[src/rtl/spi_host_cmd_ctrl_if.sv]
// Command-side handshake and SPI pin bundle for the SPI host command controller.
interface spi_host_cmd_ctrl_if;
    logic        start_i;
    logic [7:0]  cmd_i;
    logic [31:0] addr_i;
    logic [31:0] wdata_i;
    logic        busy_o;
    logic        done_o;
    logic        err_o;
    logic [31:0] rdata_o;
    logic        spi_sck_o;
    logic        spi_csn_o;
    logic        spi_mosi_o;
    logic        spi_miso_i;

    // Requesting side: issues commands and supplies the device's MISO line
    modport master (
        output start_i, cmd_i, addr_i, wdata_i, spi_miso_i,
        input  busy_o, done_o, err_o, rdata_o, spi_sck_o, spi_csn_o, spi_mosi_o
    );

    // Controller side
    modport slave (
        input  start_i, cmd_i, addr_i, wdata_i, spi_miso_i,
        output busy_o, done_o, err_o, rdata_o, spi_sck_o, spi_csn_o, spi_mosi_o
    );
endinterface

[src/rtl/spi_host_cmd_ctrl.sv]
// SPI host command controller: turns one opcode/address/data request into a
// mode-0 SPI transaction (command, optional address, dummy and data phases).
module spi_host_cmd_ctrl #(
    parameter int unsigned CLK_DIV      = 2,
    parameter int unsigned DUMMY_CYCLES = 32
) (
    input  logic               clk_i,
    input  logic               rst_ni,
    spi_host_cmd_ctrl_if.slave bus
);
    typedef enum logic [3:0] {
        IDLE, CS_SETUP, CMD, ADDR, DUMMY, WDATA, RDATA, CS_HOLD, DONE
    } state_t;

    typedef enum logic [2:0] {
        OP_NONE, OP_REG_WR, OP_REG_RD, OP_MEM_WR, OP_MEM_RD
    } op_t;

    localparam logic [7:0] DIV_LAST   = 8'(CLK_DIV - 1);
    localparam logic [5:0] DUMMY_LAST = 6'(DUMMY_CYCLES - 1);

    state_t      state;
    op_t         op;
    op_t         dec_op;
    logic [7:0]  cmd_q;
    logic [31:0] addr_q;
    logic [31:0] wdata_q;
    logic [31:0] rx_shift;
    logic [7:0]  div_cnt;
    logic [5:0]  bit_cnt;
    logic        bad_cmd;
    logic        busy_q;
    logic        done_q;
    logic        err_q;
    logic [31:0] rdata_q;
    logic        sck_q;
    logic        csn_q;
    logic        mosi_q;
    logic        div_tick;
    logic        is_mem;
    logic        is_read;
    logic [4:0]  nxt_idx;
    logic        nxt_bit;

    assign div_tick = (div_cnt == DIV_LAST);
    assign is_mem   = (op == OP_MEM_WR) || (op == OP_MEM_RD);
    assign is_read  = (op == OP_REG_RD) || (op == OP_MEM_RD);
    assign nxt_idx  = 5'(bit_cnt - 6'd1);

    // Classify the incoming opcode; anything outside the table is rejected
    always_comb begin
        dec_op = OP_NONE;
        case (bus.cmd_i)
            8'h01, 8'h11, 8'h20, 8'h30: dec_op = OP_REG_WR;
            8'h05, 8'h07, 8'h21, 8'h31: dec_op = OP_REG_RD;
            8'h02:                      dec_op = OP_MEM_WR;
            8'h0B:                      dec_op = OP_MEM_RD;
            default:                    dec_op = OP_NONE;
        endcase
    end

    // Bit driven onto MOSI at the next falling SCK edge inside the current phase
    always_comb begin
        nxt_bit = 1'b0;
        case (state)
            CMD:     nxt_bit = cmd_q[nxt_idx[2:0]];
            ADDR:    nxt_bit = addr_q[nxt_idx];
            WDATA:   nxt_bit = wdata_q[nxt_idx];
            default: nxt_bit = 1'b0;
        endcase
    end

    // Transaction FSM with registered SPI pins and handshake outputs
    always_ff @(posedge clk_i) begin
        if (!rst_ni) begin
            state    <= IDLE;
            op       <= OP_NONE;
            cmd_q    <= 8'h00;
            addr_q   <= 32'h0;
            wdata_q  <= 32'h0;
            rx_shift <= 32'h0;
            div_cnt  <= 8'h00;
            bit_cnt  <= 6'd0;
            bad_cmd  <= 1'b0;
            busy_q   <= 1'b0;
            done_q   <= 1'b0;
            err_q    <= 1'b0;
            rdata_q  <= 32'h0;
            sck_q    <= 1'b0;
            csn_q    <= 1'b1;
            mosi_q   <= 1'b0;
        end else begin
            done_q <= 1'b0;
            case (state)
                IDLE: begin
                    if (bus.start_i) begin
                        cmd_q    <= bus.cmd_i;
                        addr_q   <= bus.addr_i;
                        wdata_q  <= bus.wdata_i;
                        op       <= dec_op;
                        rx_shift <= 32'h0;
                        div_cnt  <= 8'h00;
                        err_q    <= 1'b0;
                        busy_q   <= 1'b1;
                        if (dec_op == OP_NONE) begin
                            bad_cmd <= 1'b1;
                            state   <= CS_HOLD;
                        end else begin
                            bad_cmd <= 1'b0;
                            csn_q   <= 1'b0;
                            mosi_q  <= bus.cmd_i[7];
                            state   <= CS_SETUP;
                        end
                    end
                end
                CS_SETUP: begin
                    if (div_tick) begin
                        div_cnt <= 8'h00;
                        bit_cnt <= 6'd7;
                        state   <= CMD;
                    end else begin
                        div_cnt <= div_cnt + 8'd1;
                    end
                end
                CMD, ADDR, DUMMY, WDATA, RDATA: begin
                    if (!div_tick) begin
                        div_cnt <= div_cnt + 8'd1;
                    end else begin
                        div_cnt <= 8'h00;
                        if (!sck_q) begin
                            sck_q <= 1'b1;
                            if (state == RDATA) begin
                                rx_shift <= {rx_shift[30:0], bus.spi_miso_i};
                            end
                        end else begin
                            sck_q <= 1'b0;
                            if (bit_cnt != 6'd0) begin
                                bit_cnt <= bit_cnt - 6'd1;
                                mosi_q  <= nxt_bit;
                            end else begin
                                case (state)
                                    CMD: begin
                                        if (is_mem) begin
                                            state   <= ADDR;
                                            bit_cnt <= 6'd31;
                                            mosi_q  <= addr_q[31];
                                        end else if (op == OP_REG_WR) begin
                                            state   <= WDATA;
                                            bit_cnt <= 6'd7;
                                            mosi_q  <= wdata_q[7];
                                        end else begin
                                            state   <= RDATA;
                                            bit_cnt <= 6'd7;
                                            mosi_q  <= 1'b0;
                                        end
                                    end
                                    ADDR: begin
                                        if (op == OP_MEM_WR) begin
                                            state   <= WDATA;
                                            bit_cnt <= 6'd31;
                                            mosi_q  <= wdata_q[31];
                                        end else begin
                                            state   <= DUMMY;
                                            bit_cnt <= DUMMY_LAST;
                                            mosi_q  <= 1'b0;
                                        end
                                    end
                                    DUMMY: begin
                                        state   <= RDATA;
                                        bit_cnt <= 6'd31;
                                        mosi_q  <= 1'b0;
                                    end
                                    default: begin
                                        state   <= CS_HOLD;
                                        bit_cnt <= 6'd0;
                                        mosi_q  <= 1'b0;
                                    end
                                endcase
                            end
                        end
                    end
                end
                CS_HOLD: begin
                    if (bad_cmd || div_tick) begin
                        div_cnt <= 8'h00;
                        csn_q   <= 1'b1;
                        busy_q  <= 1'b0;
                        done_q  <= 1'b1;
                        err_q   <= bad_cmd;
                        state   <= DONE;
                        if (is_read) begin
                            rdata_q <= rx_shift;
                        end
                    end else begin
                        div_cnt <= div_cnt + 8'd1;
                    end
                end
                DONE: begin
                    state <= IDLE;
                end
                default: begin
                    state <= IDLE;
                end
            endcase
        end
    end

    assign bus.busy_o     = busy_q;
    assign bus.done_o     = done_q;
    assign bus.err_o      = err_q;
    assign bus.rdata_o    = rdata_q;
    assign bus.spi_sck_o  = sck_q;
    assign bus.spi_csn_o  = csn_q;
    assign bus.spi_mosi_o = mosi_q;
endmodule

[src/flat_wrapper.sv]
// flat-port wrapper written by rule: the top's interface ports become plain ports
module spi_host_cmd_ctrl_flat 
#(
    parameter int unsigned CLK_DIV      = 2,
    parameter int unsigned DUMMY_CYCLES = 32
)
  (clk_i, rst_ni, bus_start_i, bus_cmd_i, bus_addr_i, bus_wdata_i, bus_spi_miso_i, bus_busy_o, bus_done_o, bus_err_o, bus_rdata_o, bus_spi_sck_o, bus_spi_csn_o, bus_spi_mosi_o);
  spi_host_cmd_ctrl_if bus_i ();
  input  logic clk_i;
  input  logic rst_ni;
  input wire logic [$bits(bus_i.start_i)-1:0] bus_start_i;
  input wire logic [$bits(bus_i.cmd_i)-1:0] bus_cmd_i;
  input wire logic [$bits(bus_i.addr_i)-1:0] bus_addr_i;
  input wire logic [$bits(bus_i.wdata_i)-1:0] bus_wdata_i;
  input wire logic [$bits(bus_i.spi_miso_i)-1:0] bus_spi_miso_i;
  output wire logic [$bits(bus_i.busy_o)-1:0] bus_busy_o;
  output wire logic [$bits(bus_i.done_o)-1:0] bus_done_o;
  output wire logic [$bits(bus_i.err_o)-1:0] bus_err_o;
  output wire logic [$bits(bus_i.rdata_o)-1:0] bus_rdata_o;
  output wire logic [$bits(bus_i.spi_sck_o)-1:0] bus_spi_sck_o;
  output wire logic [$bits(bus_i.spi_csn_o)-1:0] bus_spi_csn_o;
  output wire logic [$bits(bus_i.spi_mosi_o)-1:0] bus_spi_mosi_o;
  assign bus_i.start_i = bus_start_i;
  assign bus_i.cmd_i = bus_cmd_i;
  assign bus_i.addr_i = bus_addr_i;
  assign bus_i.wdata_i = bus_wdata_i;
  assign bus_i.spi_miso_i = bus_spi_miso_i;
  assign bus_busy_o = bus_i.busy_o;
  assign bus_done_o = bus_i.done_o;
  assign bus_err_o = bus_i.err_o;
  assign bus_rdata_o = bus_i.rdata_o;
  assign bus_spi_sck_o = bus_i.spi_sck_o;
  assign bus_spi_csn_o = bus_i.spi_csn_o;
  assign bus_spi_mosi_o = bus_i.spi_mosi_o;
  spi_host_cmd_ctrl #(.CLK_DIV(CLK_DIV), .DUMMY_CYCLES(DUMMY_CYCLES)) u_core (.clk_i(clk_i), .rst_ni(rst_ni), .bus(bus_i));
endmodule
[config.mk]
export PLATFORM = sky130hd
export DESIGN_NAME = spi_host_cmd_ctrl_flat
export DESIGN_NICKNAME = d
export VERILOG_FILES = /design/src/rtl/spi_host_cmd_ctrl_if.sv /design/src/rtl/spi_host_cmd_ctrl.sv /design/src/flat_wrapper.sv
export SDC_FILE = /design/constraint.sdc
export NUM_CORES = 1
export LEC_CHECK = 0
export BUFFER_PORTS_ARGS = -buffer_cell sky130_fd_sc_hd__buf_2
export CORE_ASPECT_RATIO = 0.6
export CORE_MARGIN = 1.5
export CORE_UTILIZATION = 40
export DETAILED_ROUTE_END_ITERATION = 6
export PLACE_DENSITY_LB_ADDON = 0.05
export SYNTH_ARGS = -nofsm -noshare
export SYNTH_HDL_FRONTEND = slang
export SYNTH_SLANG_ARGS = --single-unit
[constraint.sdc]
create_clock -name clk_i -period 3.5 [get_ports clk_i]
set_input_delay 0.175 -clock clk_i [delete_from_list [all_inputs] [get_ports clk_i]]
set_output_delay 0.175 -clock clk_i [all_outputs]
set_load 0.01 [all_outputs]
==> impl_metrics.py, run 1 <==
metrics = {
    "outcome": {
        "status": "finished, final reports clean",
    },
    "floorplanning": {
        "num_io_pins": 114,
        "die_h_um": 106.6,
        "die_x_um": 175.6,
        "fp.dieArea_um2": 18710,
        "row_count": 37,
        "start_util_pct": 41.29,
        "core_um2": 17310,
    },
    "flow_run": {
        "maxCapViolations": 0,
    },
    "cts": {
        "post_cts_buffers": 0,
        "clock_sinks": 164,
        "insertion_delay_ns": 0.43,
        "root_buffer": "clkbuf_16",
        "numCtsBuffers": 17,
        "ctsHtreeMaxLevel": 4,
        "clk_pin_slew_ns": 0.07,
        "cts_buffer_depth": 2,
        "cts_hold_buf": 58,
        "tritoncts": "built",
        "cts_resized": 0,
    },
    "logic_synthesis": {
        "syn_nets": 985,
        "syn_area_um2": 7149,
        "synthXorXnorAreaFrac_pct": 2.345,
        "synthArstFlopShare_pct": 0,
        "synthFlopType": "dfxtp_1",
        "syn_inst": 905,
        "synth-seq-cells": 164,
        "synth_fa_ha_area_share_pct": 0.7000,
        "synthMuxAreaShare_pct": 6.020,
        "synth-compound-area-share_pct": 15.82,
        "ys_types": 58,
        "synth_top_family_by_area": "simple AND/OR/NAND/NOR gates",
        "ys_warn_count": 0,
        "synth-simple-area-share_pct": 24.64,
        "syn_area_per_cell_um2": 7.900,
        "ys_seq_area_share_pct": 45.92,
        "synth_edf_count": 0,
    },
    "placed_design": {
        "io_buffers": 113,
        "place_area_um2": 7908,
        "gp_congestion": 0.8023,
        "hpwl_um": 12740,
        "pre_cts_ws_ns": 0.7151,
    },
    "drt": {
        "finalWirelength_um": 19200,
        "vias": 6540,
        "first_iter_violations": 500,
        "dr.pass1.iters": 5,
        "antenna_left": 0,
        "wl_per_cell_um": 14.87,
        "vias_per_cell": 5.066,
        "drc": 0,
    },
    "pwr": {
        "intPower_uw": 3922,
        "swShare_pct": 40.67,
        "combPwrFrac_pct": 37.0,
        "ir_worst_vdd_v": 0.0004230,
        "power.density_nw_per_um2": 728.2,
        "pwr-share-clk_pct": 27.9,
        "p_sw_uw": 2688,
        "p_leak_uw": 0.003415,
        "total_power_uw": 6610,
        "seqPwrFrac_pct": 35.1,
    },
    "global_route": {
        "grt_first_pass_wirelength_um": 31370,
        "antenna_found_initial": 1,
        "grt_pass1_vias": 5862,
        "grt-ovfl-total": 0,
        "grtUsageTotal_pct": 21.20,
        "grt_max_degree": 78,
    },
    "worst_setup_path": {
        "cp-endpoint": "u_core.bus.spi_mosi_o",
        "reg2reg_setup_slack_ns": 0.68,
        "r2r-start": "u_core.bit_cnt[1]",
        "crit_fanout": 11,
        "critPathLaunchType": "flop",
        "cp.required_ns": 3.84,
        "r2r_cells": 11,
        "critPathCaptureType": "flop",
        "startpoint": "u_core.bit_cnt[1]",
        "arrival_ns": 3.16,
        "reg2reg_to": "u_core.bus.spi_mosi_o",
        "critical_path_class": "reg -> reg",
    },
    "layout": {
        "post-route-cell-area_um2": 9077,
        "final.fill_count": 1713,
        "multi_input_area_um2": 3565,
        "syn2layout_area_growth_pct": 26.97,
        "finish.net_count": 1123,
        "drive_gt1_share_pct": 17.71,
        "seq_area_um2": 3283,
    },
    "sta": {
        "hold_slack_ns": 0.008910,
        "period_share_pct": 80.50,
        "fmax_mhz": 354.9,
        "relSlewSlack_pct": 51.15,
        "period_needed_ns": 2.817,
        "rsz0062_at_grt": "no",
        "layout_setup_ws_ns": 0.6825,
        "drv_slew": 0,
        "finalSetupViolations": 0,
        "max_slew.worst_pin.slew_ns": 0.7295,
        "fin_setup_tns_ns": 0,
        "fin_skew_ns": 0.02020,
        "final-hold-violation-count": 0,
    },
    "hold_path": {
        "hold_depth": 3,
        "min_path_type": "in -> reg",
    },
}
## worst min path at each step
stage,from,end,slack [ns]
floorplan,rst_ni,u_core.bus.spi_csn_o,0.25
global placement,bus_addr_i[0],u_core.addr_q[0],0.42
detailed placement,bus_wdata_i[19],u_core.wdata_q[19],0.42
CTS,bus_wdata_i[16],u_core.wdata_q[16],0.000003
global route,bus_wdata_i[27],u_core.wdata_q[27],0.007
finish,bus_wdata_i[7],u_core.wdata_q[7],0.009
## registers in the layout (all words and copies together) (netlist names), 3 cells and up
register	flops
u_core.addr_q	32
u_core.bus.rdata_o	32
u_core.rx_shift	32
u_core.wdata_q	32
u_core.cmd_q	8
u_core.div_cnt	8
u_core.bit_cnt	6
u_core.state	4
u_core.op	3
## Yosys cell counts (2+ instances only)
cell type  number  share of area (%)
nor3b_1         3               0.31
dfxtp_1       164                 46
o21bai_1        2               0.21
and3_1          4               0.35
clkbuf_1       43                2.3
o22ai_1         4               0.35
mux2_2          2               0.31
o21ai_0        12               0.84
nor2b_1         5               0.44
or4_1           3               0.31
inv_1           5               0.26
nor3_1          6               0.42
a31oi_1         7               0.61
a21boi_0        2               0.21
o211ai_1        3               0.31
a2111oi_0       3               0.37
nor2_1         44                2.3
nand2b_1        6               0.53
ha_1            4               0.70
buf_2          17                1.2
buf_1           7               0.37
a22o_1          2               0.25
mux4_2         11                3.5
xor2_1          9                1.1
and4_1          2               0.25
a32oi_1         2               0.25
nand3_1        47                3.3
or3_1           2               0.17
nand2_1       269                 14
or4b_2          2               0.28
buf_4           2               0.21
xnor2_1         7               0.86
mux2i_1        16                2.2
nor4_1          3               0.26
nand4_1         6               0.53
a21oi_1       155                 11
a311oi_1        3               0.37
## through the flow
step | utilization [%] | cells
global placement | 45.67 | 1200
global route | 52.43 | 1291
floorplan | - | 905
detailed placement | 45.67 | 1200
CTS | 52.41 | 1290
finish | 52.43 | 1291
## layer usage
metal	vias up	global-route usage, %	routed length, um	share of wire [%]
li1	3373	-	-	-
met1	2996	34.32	10630	55
met2	152	27.95	7361	38
met3	19	3.648	999	5.2
met4	0	5.311	206	1.1
met5	-	0	0	0
## kinds of logic after synthesis
kind of cell,Yosys count
AO/OA/AOI/OAI,205
XOR/XNOR,17
adder cells (fa/ha/maj),4
buffers and inverters,77
flip-flops,164
multiplexers,29
AND/OR/NAND/NOR,409
## critical path, cell delays in order, from the launching register on
cell,delay (ns)
dfxtp_1,0.42
inv_1,0.10
ha_1,0.25
buf_4,0.18
xnor2_1,0.12
buf_4,0.20
mux4_2,0.35
mux2i_1,0.06
mux2_2,0.27
a2111o_1,0.41
a31o_1,0.18
a211oi_2,0.21
## layout by cell type, fill, tap and decap left out, types with 4 or more instances in the layout
| master | synthesis | layout |
|---|---|---|
| dfxtp_1 | 164 | 164 |
| nor3_1 | 6 | 5 |
| buf_2 | 17 | 113 |
| clkbuf_16 | 0 | 17 |
| nand2b_1 | 6 | 6 |
| a31oi_1 | 7 | 7 |
| nor2b_1 | 5 | 5 |
| nand4_1 | 6 | 6 |
| o22ai_1 | 4 | 4 |
| nand2_1 | 269 | 268 |
| and3_1 | 4 | 4 |
| ha_1 | 4 | 4 |
| dlygate4sd3_1 | 0 | 58 |
| inv_1 | 5 | 5 |
| inv_8 | 0 | 5 |
| xor2_1 | 9 | 9 |
| nor2_1 | 44 | 44 |
| nand3_1 | 47 | 47 |
| xnor2_1 | 7 | 7 |
| mux2i_1 | 16 | 16 |
| buf_4 | 2 | 15 |
| o21ai_0 | 12 | 12 |
| a21oi_1 | 155 | 155 |
| mux4_2 | 11 | 11 |
## power by group through the flow
stage	Sequential, uW	Clock [uW]	Combinational (uW)
2_1_floorplan	2230	0	1850
5_1_grt	2350	1970	2740
3_5_place_dp	2360	0	2390
6_report	2320	1840	2450
4_1_cts	2320	1890	2460
3_3_place_gp	2370	0	2390
## final cells by class
type                       instances  area share [%]
multi-input combinational        664           39.27
sequential                       164           36.17
timing repair buffer             189           14.53
clock buffer                      17           4.686
tap                              234           3.225
clock inverter                    15           1.778
inverter                           7          0.3170
antenna                            1         0.02757
(Power assumes the default switching activity.)
==> run 2, diff against run 1 <==
- ABC_AREA: default -> 1
- clock period: 3.5 -> 2.7 ns (I/O delays scaled with it)
==> run 2 against run 1 <==
Non-clock buffer count grew 9; die area grew 1.8%; flip-flop and latch count is the same; setup slack lost 0.24 ns; register-to-register slack lost 0.24 ns; largest power group is now registers.
==> impl_metrics.py, run 2 <==
metrics = {
    "outcome": {
        "status": "finished, final reports clean",
    },
    "logic_synthesis": {
        "yosys-top-cells-area": "dfxtp_1 45%, nand2_1 9.7%, nor2_1 8.7%",
        "yosys-top-cells-count": "188 x nand2_1, 169 x nor2_1, 164 x dfxtp_1, 108 x nand3_1, 94 x o21ai_0",
        "synth-seq-cells": 164,
        "ys_warn_count": 0,
        "synth_most_common_cell": "nand2_1",
        "synth_top_area_share_pct": 45.09,
        "syn_area_um2": 7282,
        "synthFlopType": "dfxtp_1",
        "syn_nets": 1093,
        "syn_inst": 1013,
        "ys_types": 38,
        "synthArstFlopShare_pct": 0,
        "yosys.area.top_type": "dfxtp_1",
        "synth_edf_count": 0,
        "ys_seq_area_share_pct": 45.09,
        "syn_area_per_cell_um2": 7.189,
    },
    "cts": {
        "root_buffer": "clkbuf_16",
        "clk_pin_slew_ns": 0.07,
        "cts_buffer_depth": 2,
        "tritoncts": "built",
        "post_cts_buffers": 0,
        "ctsHtreeMaxLevel": 4,
        "insertion_delay_ns": 0.42,
        "numCtsBuffers": 17,
        "clock_sinks": 164,
    },
    "pwr": {
        "power.density_nw_per_um2": 920.5,
        "pwr-share-clk_pct": 28.3,
        "ir_worst_vdd_v": 0.0005275,
        "seqPwrFrac_pct": 37.1,
        "p_sw_uw": 3334,
        "total_power_uw": 8529,
        "p_leak_uw": 0.003868,
        "combPwrFrac_pct": 34.6,
        "intPower_uw": 5195,
        "swShare_pct": 39.09,
    },
    "worst_setup_path": {
        "critPathCaptureType": "flop",
        "crit_slowest_cell": "clkinv_1",
        "crit_family": "simple AND/OR/NAND/NOR gates",
        "critical_path_class": "reg -> reg",
        "crit_fanout": 11,
        "arrival_ns": 2.57,
        "cp.buffers_inverters": 4,
        "path_cells": "inv_1, buf_4, ha_1, inv_1, nand2_1, nand2_2, clkinv_1, nand3_1, nand3_1, nand2_1, nand2_1, nand3_1, nand3_1, nand2_1, a21oi_1",
        "critPathLaunchType": "flop",
        "slowest_delay_ns": 0.34,
        "cp.required_ns": 3.01,
    },
    "global_route": {
        "grt-ovfl-total": 0,
        "grt_max_degree": 82,
        "antenna_found_initial": 0,
        "grt_pass1_vias": 6419,
        "grt_first_pass_wirelength_um": 33310,
        "grtUsageTotal_pct": 22.05,
    },
    "layout": {
        "final_common_cell": "nand2_1",
        "post-route-cell-area_um2": 9265,
        "multi_input_area_um2": 3511,
        "fin_cells": 1414,
        "syn2layout_area_growth_pct": 27.23,
        "seq_area_um2": 3283,
        "final.fill_count": 1707,
        "antenna_cells": 0,
        "drive_gt1_share_pct": 16.27,
        "finish.net_count": 1248,
        "final_cell_mix": "188 x nand2_1, 169 x nor2_1, 164 x dfxtp_1",
    },
    "hold_path": {
        "min_path_type": "in -> reg",
    },
    "sta": {
        "drv_slew": 0,
        "period_share_pct": 83.46,
        "fin_setup_tns_ns": 0,
        "period_needed_ns": 2.253,
        "relSlewSlack_pct": 50.62,
        "fin_skew_ns": 0.01253,
        "finalSetupViolations": 0,
        "rsz0062_at_grt": "no",
        "max_slew.worst_pin.slew_ns": 0.7407,
        "final-hold-violation-count": 0,
        "fmax_mhz": 443.8,
    },
    "drt": {
        "wl_per_cell_um": 14.29,
        "vias_per_cell": 4.966,
        "drc": 0,
        "dr.pass1.iters": 4,
        "first_iter_violations": 464,
        "antenna_left": 0,
        "vias": 7022,
        "finalWirelength_um": 20210,
    },
    "flow_run": {
        "maxCapViolations": 0,
    },
    "placed_design": {
        "gp_congestion": 0.8461,
        "io_buffers": 113,
        "place_inst": 1313,
        "hpwl_um": 12920,
        "place_area_um2": 7981,
    },
    "floorplanning": {
        "start_util_pct": 41.72,
        "core_um2": 17450,
        "num_io_pins": 114,
        "fp.dieArea_um2": 19050,
        "die_h_um": 107.5,
        "row_count": 37,
        "die_x_um": 177.2,
    },
}
run 2: cells by family after synthesis:
family	synth area share, %
and+or+nand+nor	33.33
AOI/OAI and AO/OA	13.71
DFF	45.09
buffers and inverters	6.701
xor gates and xnor gates	0.4812
adders and majority gates	0.6873
run 2: worst paths after layout:
check / end / slack [ns] / cells after the start / start
setup reg to reg: u_core.bus.spi_mosi_o / 0.45 / 15 / u_core.bit_cnt[0]
hold / removal: u_core.cmd_q[0] / 0.03 / 3 / bus_cmd_i[0]
hold reg to reg: u_core.bus.rdata_o[1] / 0.46 / 2 / u_core.bus.rdata_o[1]
setup / recovery: u_core.bus.spi_mosi_o / 0.45 / 15 / u_core.bit_cnt[0]
run 2: tightest hold or removal path: stages:
cell and delay [ns]:
buf_2 0.12, inv_1 0.08, a21oi_1 0.06
run 2: repair_timing:
item,CTS,global route
gates resized for setup,0,0
hold buffers,70,0
hold endpoints to repair,70,0
run 2: per-stage QoR:
step	utilization [%]	hold WS [ns]	setup WS, ns
4_1_cts	53.09	0.008272	0.4259
3_3_place_gp	45.73	0.3603	0.5642
3_5_place_dp	45.73	0.3628	0.4611
2_1_floorplan	-	0.2626	0.5556
5_1_grt	53.09	0.02182	0.1975
6_report	53.09	0.02567	0.4467
run 2: layout make-up:
cell class              instances  area share, %
clock inverters                13          1.553
repair buffers                198          15.15
clock buffers                  18          4.740
well taps                     234          3.160
flip-flops and latches        164          35.44
inverters                      51          2.066
multi-input cells             736          37.89
run 2: power groups by stage:
stage / clock (uW) / sequential, uW / combinational, uW
after floorplan: 0 / 3130 / 2140
after global placement: 0 / 3210 / 2850
after detailed placement: 0 / 3200 / 2840
after CTS: 2470 / 3160 / 2940
after global routing: 2570 / 3220 / 3340
final: 2410 / 3170 / 2950
run 2: per-layer routing:
metal  part of all wire, %  GRT usage, %
met2                    37         28.88
met1                    57         35.86
met5                     0             0
met3                   5.1         4.202
met4                  0.70         4.479
==> run 3, diff against run 2 <==
- ABC_AREA: 1 -> 0
- clock period: 2.7 -> 2.09 ns (I/O delays scaled with it)
==> run 3 against run 2 <==
The flow now finishes with violations (setup timing); register-to-register slack worse by 0.77 ns; global-route usage is 1.6 points higher; setup slack worse by 0.77 ns; clock power is 38% higher; highest routed layer unchanged.
==> impl_metrics.py, run 3 (same netlist as run 1, synthesis figures left out) <==
metrics = {
    "flow_run": {
        "maxCapViolations": 0,
    },
    "sta": {
        "max_slew.worst_pin.slew_ns": 0.7221,
        "final-hold-violation-count": 0,
        "fmax_mhz": 413.5,
        "rsz0062_at_grt": "yes",
        "finalSetupViolations": 69,
        "drv_slew": 0,
        "period_share_pct": 115.7,
        "layout_setup_ws_ns": -0.3282,
        "relSlewSlack_pct": 51.65,
        "fin_setup_tns_ns": -15.37,
        "fin_skew_ns": 0.01642,
        "period_needed_ns": 2.418,
    },
    "floorplanning": {
        "die_x_um": 175.6,
        "die_h_um": 106.6,
        "row_count": 37,
        "start_util_pct": 41.29,
        "core_um2": 17310,
        "num_io_pins": 114,
        "fp.dieArea_um2": 18710,
    },
    "layout": {
        "antenna_cells": 0,
        "final.fill_count": 1528,
        "fin_cells": 1375,
        "drive_gt1_share_pct": 37.51,
        "finish.net_count": 1208,
        "final_cell_mix": "218 x nand2_1, 161 x dfxtp_1, 113 x buf_2",
        "post-route-cell-area_um2": 11100,
        "final_common_cell": "nand2_1",
        "syn2layout_area_growth_pct": 55.25,
    },
    "cts": {
        "insertion_delay_ns": 0.44,
        "tritoncts": "built",
        "clk_pin_slew_ns": 0.08,
        "numCtsBuffers": 17,
        "root_buffer": "clkbuf_16",
        "ctsHtreeMaxLevel": 4,
        "clock_sinks": 164,
        "cts_buffer_depth": 2,
    },
    "pwr": {
        "p_leak_uw": 0.004221,
        "combPwrFrac_pct": 47.5,
        "pwr-share-clk_pct": 24.5,
        "p_sw_uw": 5569,
        "ir_worst_vdd_v": 0.0007482,
        "intPower_uw": 8013,
        "swShare_pct": 41.01,
        "power.density_nw_per_um2": 1224,
        "seqPwrFrac_pct": 28.1,
    },
    "drt": {
        "first_iter_violations": 467,
        "wl_per_cell_um": 16.09,
        "finalWirelength_um": 22130,
        "met1_length_um": 11900,
        "dr.pass1.iters": 5,
        "antenna_left": 0,
        "top_layer": "met4",
        "vias_per_cell": 5.123,
        "vias": 7044,
        "drc": 0,
        "dr_wl_met3_um": 1043,
        "dr_wl_met2_um": 9007,
    },
    "worst_setup_path": {
        "slowest_delay_ns": 0.38,
        "crit_fanout": 3,
        "arrival_ns": 2.76,
        "cp.required_ns": 2.44,
        "critPathLaunchType": "flop",
        "path_cells": "clkinv_8, ha_4, xor2_4, buf_6, mux4_2, mux2i_1, mux2_4, a2111o_1, a31o_1, a211oi_2",
        "reg2reg_setup_slack_ns": -0.33,
        "r2r_cells": 10,
        "critPathCaptureType": "flop",
        "r2r-start": "u_core.bit_cnt[0]",
        "reg2reg_to": "u_core.bus.spi_mosi_o",
        "critical_path_class": "reg -> reg",
        "crit_slowest_cell": "dfxtp_4",
    },
    "global_route": {
        "grt_pass1_vias": 6533,
        "grt-ovfl-total": 0,
        "antenna_found_initial": 0,
        "grt_max_degree": 46,
        "grt_first_pass_wirelength_um": 34840,
        "grtUsageTotal_pct": 23.67,
    },
    "hold_path": {
        "worstHoldEndpoint": "u_core.cmd_q[5]",
        "hold_depth": 4,
        "min-delay-start": "bus_cmd_i[5]",
        "min_path_type": "in -> reg",
    },
    "placed_design": {
        "io_buffers": 113,
        "place_area_um2": 8449,
        "hpwl_um": 13460,
        "gp_congestion": 0.8200,
        "place_inst": 1252,
    },
    "outcome": {
        "violations": "setup timing",
        "status": "finished, violations left",
    },
}
-- run 3: power groups by stage --
stage | registers, uW | logic [uW] | clock network (uW)
detailed placement | 3860 | 5010 | 0
finish | 3810 | 6450 | 3320
floorplan | 3740 | 3240 | 0
CTS | 3800 | 5920 | 3360
global placement | 3870 | 4990 | 0
global route | 3850 | 6940 | 3510
-- run 3: layout make-up --
class | instances | area [um^2] | share of cell area [%]
multi-input cells | 664 | 4556 | 41.04
flip-flops and latches | 164 | 3289 | 29.64
repair buffers | 274 | 2290 | 20.63
clock buffers | 17 | 425.4 | 3.833
well taps | 234 | 292.8 | 2.638
clock inverters | 15 | 205.2 | 1.849
inverters | 7 | 41.29 | 0.3720
-- run 3: worst max-delay path: cells and delay by family (launching register included) --
family          cells  cell delay, ns
compound gates      3            0.71
mux                 3            0.70
flops               1            0.38
buf+inv             2            0.19
xor+xnor            1            0.18
fa+ha+maj           1            0.17
-- run 3: repair_timing --
action / 4_1_cts / 5_1_grt
gates cloned: 10 / 0
gates resized for setup: 85 / 176
buffers inserted: 11 / 5
hold buffers: 71 / 0
endpoints found under the hold margin: 72 / 0
endpoints found under the setup margin: 71 / 81
pin swaps: 46 / 72
-- run 3: worst max path at each step --
stage / from / to / slack [ns] / cells past startpoint
6_report: u_core.bit_cnt[0] / u_core.bus.spi_mosi_o / -0.33 / 10
3_5_place_dp: u_core.bit_cnt[0] / u_core.bus.spi_mosi_o / -0.37 / 9
3_3_place_gp: u_core.bit_cnt[0] / u_core.bus.spi_mosi_o / -0.33 / 9
2_1_floorplan: u_core.bit_cnt[0] / u_core.bus.spi_mosi_o / -0.39 / 11
5_1_grt: u_core.bit_cnt[1] / u_core.bus.spi_mosi_o / -0.42 / 10
4_1_cts: u_core.bit_cnt[0] / u_core.bus.spi_mosi_o / -0.31 / 10
-- run 3: per-stage QoR --
stage          worst slack, ns  util, %  hold WS, ns  total power (uW)
2_1_floorplan          -0.3852        -       0.1763              6982
3_3_place_gp           -0.3257    48.80       0.3436              8864
3_5_place_dp           -0.3687    48.80       0.3512              8871
4_1_cts                -0.3116    60.36      0.06954             13080
5_1_grt                -0.4232    64.11       0.1042             14300
6_report               -0.3282    64.11      0.08107             13580
-- run 3: layer usage --
layer	GRT usage, %	up-vias
li1	-	3548
met1	38.06	3325
met2	32.07	153
met3	3.648	18
met4	5.495	0
met5	0	-
